`src/rtl/reset_seq_pkg.sv`:
```
// Shared types and sizing helpers for the reset sequencer.
package reset_seq_pkg;

    localparam int unsigned STAGE_W = 3;

    typedef enum logic [2:0] {
        S_RESET,
        S_HOLD,
        S_WAIT,
        S_READY,
        S_FAIL
    } state_e;

    function automatic int unsigned cnt_width(input int unsigned hold, input int unsigned tmo);
        int unsigned m;
        m = (hold > tmo) ? hold : tmo;
        return $clog2(m) + 1;
    endfunction

endpackage

```
`src/rtl/rst_bridge.sv`:
```
// Async-assert / sync-deassert bridge: brdy rises DEPTH edges after arst is released.
module rst_bridge #(
    parameter int unsigned DEPTH = 2
) (
    input  logic clk,
    input  logic arst,
    output logic brdy
);

    logic [DEPTH-1:0] r_sync;

    always_ff @(posedge clk or negedge arst) begin
        if (!arst) begin
            r_sync <= '0;
        end else begin
            r_sync <= {r_sync[DEPTH-2:0], 1'b1};
        end
    end

    assign brdy = r_sync[DEPTH-1];

endmodule

```
`src/rtl/reset_sequencer.sv`:
```
// Releases per-domain resets in index order, waiting for each domain's init-done
// before releasing the next; supports soft re-sequence and per-domain timeout.
module reset_sequencer
    import reset_seq_pkg::*;
#(
    parameter int unsigned NUM_STAGES     = 3,
    parameter int unsigned SYNC_STAGES    = 2,
    parameter int unsigned HOLD_CYCLES    = 16,
    parameter int unsigned TIMEOUT_CYCLES = 1024
) (
    input  logic                  clk,
    input  logic                  arst,
    input  logic                  soft_rst_req,
    input  logic [NUM_STAGES-1:0] stage_done,
    output logic [NUM_STAGES-1:0] rst_out,
    output logic                  all_ready,
    output logic                  timeout_err,
    output logic [STAGE_W-1:0]    fail_stage,
    output logic [STAGE_W-1:0]    cur_stage
);

    localparam int unsigned CNT_W     = cnt_width(HOLD_CYCLES, TIMEOUT_CYCLES);
    // Compare against the pre-increment value so the edge that makes the count reach N-1 acts.
    localparam int unsigned HOLD_LAST = (HOLD_CYCLES > 1) ? HOLD_CYCLES - 2 : 0;
    localparam int unsigned TMO_LAST  = TIMEOUT_CYCLES - 2;

    state_e                r_state, w_state;
    logic [CNT_W-1:0]      r_cnt, w_cnt;
    logic [NUM_STAGES-1:0] r_rst, w_rst;
    logic                  r_ready, w_ready;
    logic                  r_tmo, w_tmo;
    logic [STAGE_W-1:0]    r_fail, w_fail;
    logic [STAGE_W-1:0]    r_cur, w_cur;
    logic                  w_brdy;
    logic                  w_done;

    rst_bridge #(
        .DEPTH (SYNC_STAGES)
    ) u_bridge (
        .clk  (clk),
        .arst (arst),
        .brdy (w_brdy)
    );

    always_ff @(posedge clk or negedge arst) begin
        if (!arst) begin
            r_state <= S_RESET;
            r_cnt   <= '0;
            r_rst   <= '1;
            r_ready <= 1'b0;
            r_tmo   <= 1'b0;
            r_fail  <= '0;
            r_cur   <= '0;
        end else begin
            r_state <= w_state;
            r_cnt   <= w_cnt;
            r_rst   <= w_rst;
            r_ready <= w_ready;
            r_tmo   <= w_tmo;
            r_fail  <= w_fail;
            r_cur   <= w_cur;
        end
    end

    always_comb begin
        w_done = 1'b0;
        for (int i = 0; i < NUM_STAGES; i++) begin
            if (r_cur == STAGE_W'(i)) begin
                w_done = stage_done[i];
            end
        end
    end

    always_comb begin
        w_state = r_state;
        w_cnt   = r_cnt;
        w_rst   = r_rst;
        w_ready = r_ready;
        w_tmo   = r_tmo;
        w_fail  = r_fail;
        w_cur   = r_cur;

        if (soft_rst_req && (r_state != S_RESET)) begin
            w_state = S_HOLD;
            w_cnt   = '0;
            w_rst   = '1;
            w_ready = 1'b0;
            w_tmo   = 1'b0;
            w_fail  = '0;
            w_cur   = '0;
        end else begin
            unique case (r_state)
                S_RESET: begin
                    w_rst = '1;
                    w_cnt = '0;
                    if (w_brdy) begin
                        w_state = S_HOLD;
                    end
                end
                S_HOLD: begin
                    if (r_cnt == CNT_W'(HOLD_LAST)) begin
                        w_rst[0] = 1'b0;
                        w_cnt    = '0;
                        w_cur    = '0;
                        w_state  = S_WAIT;
                    end else begin
                        w_cnt = r_cnt + CNT_W'(1);
                    end
                end
                S_WAIT: begin
                    // A done on the timeout edge still counts as a success.
                    if (w_done) begin
                        w_cnt = '0;
                        if (r_cur == STAGE_W'(NUM_STAGES - 1)) begin
                            w_state = S_READY;
                            w_ready = 1'b1;
                            w_cur   = STAGE_W'(NUM_STAGES);
                        end else begin
                            w_cur = r_cur + STAGE_W'(1);
                            for (int i = 1; i < NUM_STAGES; i++) begin
                                if (r_cur == STAGE_W'(i - 1)) begin
                                    w_rst[i] = 1'b0;
                                end
                            end
                        end
                    end else if (r_cnt == CNT_W'(TMO_LAST)) begin
                        w_state = S_FAIL;
                        w_cnt   = '0;
                        w_rst   = '1;
                        w_tmo   = 1'b1;
                        w_fail  = r_cur;
                        w_ready = 1'b0;
                    end else begin
                        w_cnt = r_cnt + CNT_W'(1);
                    end
                end
                S_READY: begin
                    w_cnt = '0;
                end
                S_FAIL: begin
                    w_cnt   = '0;
                    w_rst   = '1;
                    w_tmo   = 1'b1;
                    w_ready = 1'b0;
                end
                default: begin
                    w_state = S_RESET;
                    w_rst   = '1;
                end
            endcase
        end
    end

    assign rst_out     = r_rst;
    assign all_ready   = r_ready;
    assign timeout_err = r_tmo;
    assign fail_stage  = r_fail;
    assign cur_stage   = r_cur;

endmodule
```
`config.mk`:
```
export PLATFORM = sky130hd
export DESIGN_NAME = reset_sequencer
export DESIGN_NICKNAME = d
export VERILOG_FILES = /design/src/rtl/reset_seq_pkg.sv /design/src/rtl/rst_bridge.sv /design/src/rtl/reset_sequencer.sv
export SDC_FILE = /design/constraint.sdc
export NUM_CORES = 1
export LEC_CHECK = 0
export CORE_AREA = 2 2 55 62
export DETAILED_ROUTE_END_ITERATION = 6
export DIE_AREA = 0 0 57 64
export PLACE_DENSITY = 0.76
export SLEW_MARGIN = 20
export SYNTH_ARGS = -nofsm -noshare
export SYNTH_HDL_FRONTEND = slang
export SYNTH_HIERARCHICAL = 1
export SYNTH_SLANG_ARGS = --single-unit
```
`constraint.sdc`:
```
create_clock -name clk -period 2.95 [get_ports clk]
set_clock_uncertainty 0.1 [all_clocks]
set_input_delay 0.4425 -clock clk [delete_from_list [all_inputs] [get_ports clk]]
set_output_delay 0.4425 -clock clk [all_outputs]
set_load 0.005 [all_outputs]
```
== Word level (Yosys, flattened, before mapping) ==
Cells that the tools add are included.
Storage, ports and cells
  flip-flop bits (word level): 27
  word-level logic and storage cells: 97
  output and inout port bits: 11
Cells by class
  equality and inequality tests: 22
  reduce and logical (&&, ||, !) cells: 20
  muxes and demuxes: 43
  $add $sub $neg: 2
Operator list (count)
  two-way mux 3 bit: 16
  two-way mux 11 bit: 4
  case mux 11 bit (3 select lines): 1
  inequality test 4 bit, second input constant: 5
  two-way mux 1 bit: 14
  inequality test 3 bit, second input constant: 4
  case mux 3 bit (4 select lines): 1
  AND reduction 3 bit: 4
  AND reduction 4 bit: 3
  adder 11 x 1 -> 11 bit, second input constant: 1
  == test 11 x 10 -> 1 bit, second input constant: 1
  == test 11 x 4 -> 1 bit, second input constant: 1
  == test 3 x 2 -> 1 bit, second input constant: 3
  nonzero test 3 bit: 3
  == test 3 x 1 -> 1 bit, second input constant: 2
  zero test 3 bit: 2
  inequality test 2 x 1 -> 1 bit, second input constant: 3
  case mux 3 bit (2 select lines): 1
  AND reduction 5 bit: 1
  two-way mux 2 bit: 2
  case mux 1 bit (2 select lines): 2
  case mux 2 bit (2 select lines): 1
  nonzero test 2 bit: 2
  nonzero test 4 bit: 1
  8 further kinds: 9

== Longest topological paths before layout ==
  depth in word-level cells: 7
  gate-level depth with buffers: 8
  mapped depth without buffers: 7

== Hierarchy ==
Netlist, hierarchy kept.
By module, submodules not included
  reset_sequencer: area an instance 1559.0 um^2, cells an instance 165, instances 1
  rst_bridge: area an instance 53.8 um^2, cells an instance 3, instances 1

== Least setup slack after synthesis ==
OpenSTA, ideal clock, no wires.
  kind: reg-to-reg
  start: register r_cur[1], in the netlist cur_stage[1]
  end: register r_state[0]
  arrival time: 2.131 ns
  stages on the path, launching flop included: 8
  path buffers: 0
  slack: 0.593 ns
  cell sequence: dfrtp_1 > inv_1 > ha_1 > nand3b_1 > a221oi_2 > nor3_1 > nor3_4 > mux2_4
Between the ends
  word-level cells in the longest chain between the ends: 7
  elaborated cells between the ends (all ways): 12
Ends and longest elaborated chain
  from (decl): line reset_sequencer.sv:33  | logic [STAGE_W-1:0] r_cur, w_cur;
  from (signal assigned): line reset_sequencer.sv:61  | r_cur <= w_cur;
  zero test 3 bit: line reset_sequencer.sv:68  | if (r_cur == STAGE_W'(i)) begin
  two-way mux 1 bit (3 in a row): line reset_sequencer.sv:68
  two-way mux 3 bit: line reset_sequencer.sv:112  | if (w_done) begin
  case mux 3 bit (4 select lines): line reset_sequencer.sv:92  | unique case (r_state)
  two-way mux 3 bit: line reset_sequencer.sv:83  | if (soft_rst_req && (r_state != S_RESET)) begin
  to (signal assigned): line reset_sequencer.sv:55  | r_state <= w_state;
  to (decl): line reset_sequencer.sv:27  | state_e r_state, w_state;
Several ways; a longest one is shown, not always the timed one.
A chain may end at the register's enable or synchronous reset.

== Worst setup path in the final report ==
  start: register r_cur[1], in the netlist cur_stage[1]
  end: register r_cnt[10]
Between the ends
  word-level cells in the longest chain between the ends: 7
  elaborated cells between the ends (all ways): 9
Ends and longest elaborated chain
  zero test 3 bit: line reset_sequencer.sv:68
  two-way mux 1 bit (2 in a row): line reset_sequencer.sv:68
  two-way mux 1 bit *: line reset_sequencer.sv:68
  two-way mux 11 bit *: line reset_sequencer.sv:112
  case mux 11 bit (3 select lines) *: line reset_sequencer.sv:92
  two-way mux 11 bit *: line reset_sequencer.sv:83
  to (signal assigned): line reset_sequencer.sv:56  | r_cnt <= w_cnt;
  to (decl): line reset_sequencer.sv:28  | logic [CNT_W-1:0] r_cnt, w_cnt;
Mark *: on every way between the ends. The rest lies on a longest branch, timed or not.

==> impl_metrics.tcl <==
set metrics [dict create \
    status "completed" \
    slew_headroom 0.5148 \
    port_buffers 16 \
    power_frac_comb 0.282 \
    fin_ws_ns 0.4690 \
    powerDensity_nw_per_um2 454.6 \
    synth_compound_area_frac 0.1986 \
    syn_inst 168 \
    antenna_found_initial 0 \
    postCtsHoldBufs 0 \
    grtUsageTotal 0.2111 \
    timing.rr.end "r_cnt[10]" \
    synth_cell_types 48 \
    synthArstFlopShare 1.000 \
    worstPathMaxFanout 17 \
    avgSynthCellArea_um2 9.600 \
    swShare 0.3231 \
    ys_ff_latch 27 \
    fmax_mhz 403.1 \
    p_int_mw 0.5667 \
    hold_path.startpoint "u_bridge/r_sync[0]" \
    leakagePower_nw 0.8194 \
    first_pass_iters 4 \
    finalCritPeriodShare 0.8410 \
    initial_core_util 0.5384 \
    route.detailed.drc 0 \
    grt_pass1_wl_mm 6.127 \
    multiInputGateArea_um2 884.6 \
    n_fill_cell 265 \
    synth_simple_gate_area_frac 0.2459 \
    wl_mm 3.283 \
    syn_to_final_growth_pct 14.20 \
    synth_fa_ha_area_frac 0.04655 \
    synth_edf_count 0 \
    routedWlPerCell_um 14.86 \
    clock_sinks 27 \
    drt.antenna.violating_nets 0 \
    gp_congestion 0.8602 \
    numCtsBuffers 3 \
    nets 200 \
    post_cts_resize_count 0 \
    cts_htree_levels 1 \
    peakVddDrop_v 0.0003594 \
    cp.arrival_ns 2.62 \
    dominantRegCellSynth "dfrtp_1" \
    setup_violations 0 \
    syn-num-nets 180 \
    p_clk_frac 0.193 \
    maxCapViolCount 0 \
    rsz0062_at_grt "no" \
    cp.required_ns 3.09 \
    fin_setup_tns_ns 0 \
    ys_warn_count 6 \
    die_x_um 57 \
    die_h_um 64 \
    worstMarginPinSlew_ns 0.7165 \
    worst_setup_path_start_kind "register" \
    use_met1 0.2986 \
    grtUsageMet3 0.03036 \
    p_seq_frac 0.525 \
    overflow 0 \
    slowest_delay_ns 0.46 \
    hold_end "u_bridge/r_sync[1]" \
    synth-seq-area-share 0.4213 \
    cts_tree "done" \
    hold_slack_ns 0.2672 \
    ios 17 \
    vias 1356 \
    regArea_um2 679.4 \
    clk_latency_ns 0.32 \
    top_usage_layer "met2" \
    grt_use_met2 0.3276 \
    post-place-ws_ns 0.3191 \
    cts.path.max_buffers 2 \
    reg2reg_from "cur_stage[1]" \
    hp-class "reg2reg" \
    whs_path_depth 0 \
    worstPathCellList "inv_1, ha_1, nand3b_1, a221oi_2, buf_4, o31a_2, o21ai_0, a21o_1" \
    slowest_stage "dfrtp_1" \
    grt_max_degree 28 \
    end_kind "register" \
    root_buffer "clkbuf_4" \
    fp-row-count 21 \
    p_switching_mw 0.2705 \
    rr_worst_depth 8 \
    synth_top_family_by_area "simple AND/OR/NAND/NOR gates" \
    synth_xor_area_frac 0.005431 \
    die_area_um2 3648 \
    drtIter0Drc 59 \
    coreArea_um2 2995 \
    cts_setup_buffers 0 \
    drive_gt1_frac 0.1016 \
    clk_pin_slew_ns 0.15 \
    synth_area_um2 1613 \
    synthMuxAreaShare 0.04965 \
    rrSetupSlack_ns 0.47 \
    hold_violations 0 \
    viasPerCell 6.136 \
    diodes 0 \
    grt_pass1_vias 1313 \
    slew_viol_final 0 \
    worst-setup-path-type "reg2reg" \
    period_minus_slack_ns 2.481 \
    hpwlAfterDp_mm 2.445 \
]
[worst max path at each step]
| stage | startpoint | end | depth (start not counted) |
|---|---|---|---|
| 6_report | cur_stage[1] | r_cnt[10] | 8 |
| 5_1_grt | cur_stage[0] | cur_stage[2] | 8 |
| 4_1_cts | cur_stage[1] | r_cnt[10] | 8 |
| 3_5_place_dp | soft_rst_req | r_state[0] | 6 |
| 3_3_place_gp | soft_rst_req | r_state[2] | 6 |
| 2_1_floorplan | cur_stage[1] | r_state[0] | 7 |
[cells by family (layout without fill, tap and decap cells)]
family,Yosys count,count (layout)
XOR/XNOR,1,1
AO/OA/AOI/OAI,45,45
adder cells (fa/ha/maj),6,6
multiplexers,7,7
flip-flops,27,27
buffers and inverters,10,29
AND/OR/NAND/NOR,71,71
other,1,1
[registers in the layout, summed over array words and instances, names as in the netlist]
| signal | flops |
|---|---|
| r_cnt | 11 |
| cur_stage | 3 |
| fail_stage | 3 |
| r_state | 3 |
| rst_out | 3 |
| u_bridge/r_sync | 2 |
| all_ready | 1 |
| timeout_err | 1 |
[placed cells by master, fill, tap and decap left out, types with 4 or more instances in the layout]
cell / n
nand2b_1: 5
nor2b_1: 4
ha_1: 6
nand2_1: 18
inv_1: 5
dfrtp_1: 24
clkdlybuf4s50_1: 16
nor2_1: 12
nor3b_1: 5
nand3_1: 6
o21ai_0: 18
a21oi_1: 4
buf_4: 4
and3_1: 4
a21o_1: 5
mux2i_1: 5
[critical path, delay by kind of cell (launching register included)]
kind,cells,cell delay [ns]
simple gates,1,0.25
buf+inv,2,0.31
compound gates,4,1.04
flops,1,0.46
fa+ha+maj,1,0.23
[synthesized netlist by cell type (2+ instances only)]
cell type  count  area, µm²
nand3_1        6      30.03
and3_1         4      25.02
nor2_1        12      45.04
nand2b_1       5      31.28
nor4_1         3      18.77
dfstp_2        3      78.83
mux2_4         2      30.03
nor3_1         3      15.01
inv_1          5      18.77
nor2b_1        4      25.02
nor3b_1        5      37.54
or4_1          2      15.01
nor4b_1        2      17.52
nand2_1       18      67.56
mux2i_1        5      50.05
o21ai_1        3      15.01
dfrtp_1       24      600.6
o21ai_0       18      90.09
a21o_1         5      37.54
ha_1           6      75.07
a21oi_1        4      20.02
buf_2          3      15.01
[per-stage QoR]
step | area [µm²] | total power, mW | instances | util
floorplan | 1613 | 0.6069 | 168 | -
global placement | 1815 | 0.6736 | 217 | 0.6061
detailed placement | 1815 | 0.6825 | 217 | 0.6061
CTS | 1842 | 0.8433 | 221 | 0.6149
global route | 1842 | 0.8907 | 221 | 0.6149
finish | 1842 | 0.8373 | 221 | 0.6149
[metal layers]
layer / part of all wire / vias up / wire [µm]
met3: 0.053 / 6 / 174
met4: 0.013 / 0 / 43
met2: 0.46 / 35 / 1505
met1: 0.47 / 657 / 1559
li1: - / 658 / -
met5: 0 / - / 0
[power groups by stage]
| stage | combinational, mW | sequential (mW) | clock [mW] |
|---|---|---|---|
| global placement | 0.230 | 0.444 | 0 |
| global route | 0.262 | 0.445 | 0.183 |
| detailed placement | 0.236 | 0.446 | 0 |
| floorplan | 0.180 | 0.427 | 0 |
| CTS | 0.238 | 0.439 | 0.166 |
| finish | 0.237 | 0.439 | 0.161 |
[layout make-up]
cell class | instances | area share
Tap cell | 34 | 0.02310
Clock buffer | 4 | 0.01427
Multi-Input combinational cell | 131 | 0.4803
Sequential cell | 27 | 0.3689
Timing Repair Buffer | 20 | 0.1033
Inverter | 5 | 0.01019
Note: power is estimated with default switching activity, not from simulation.
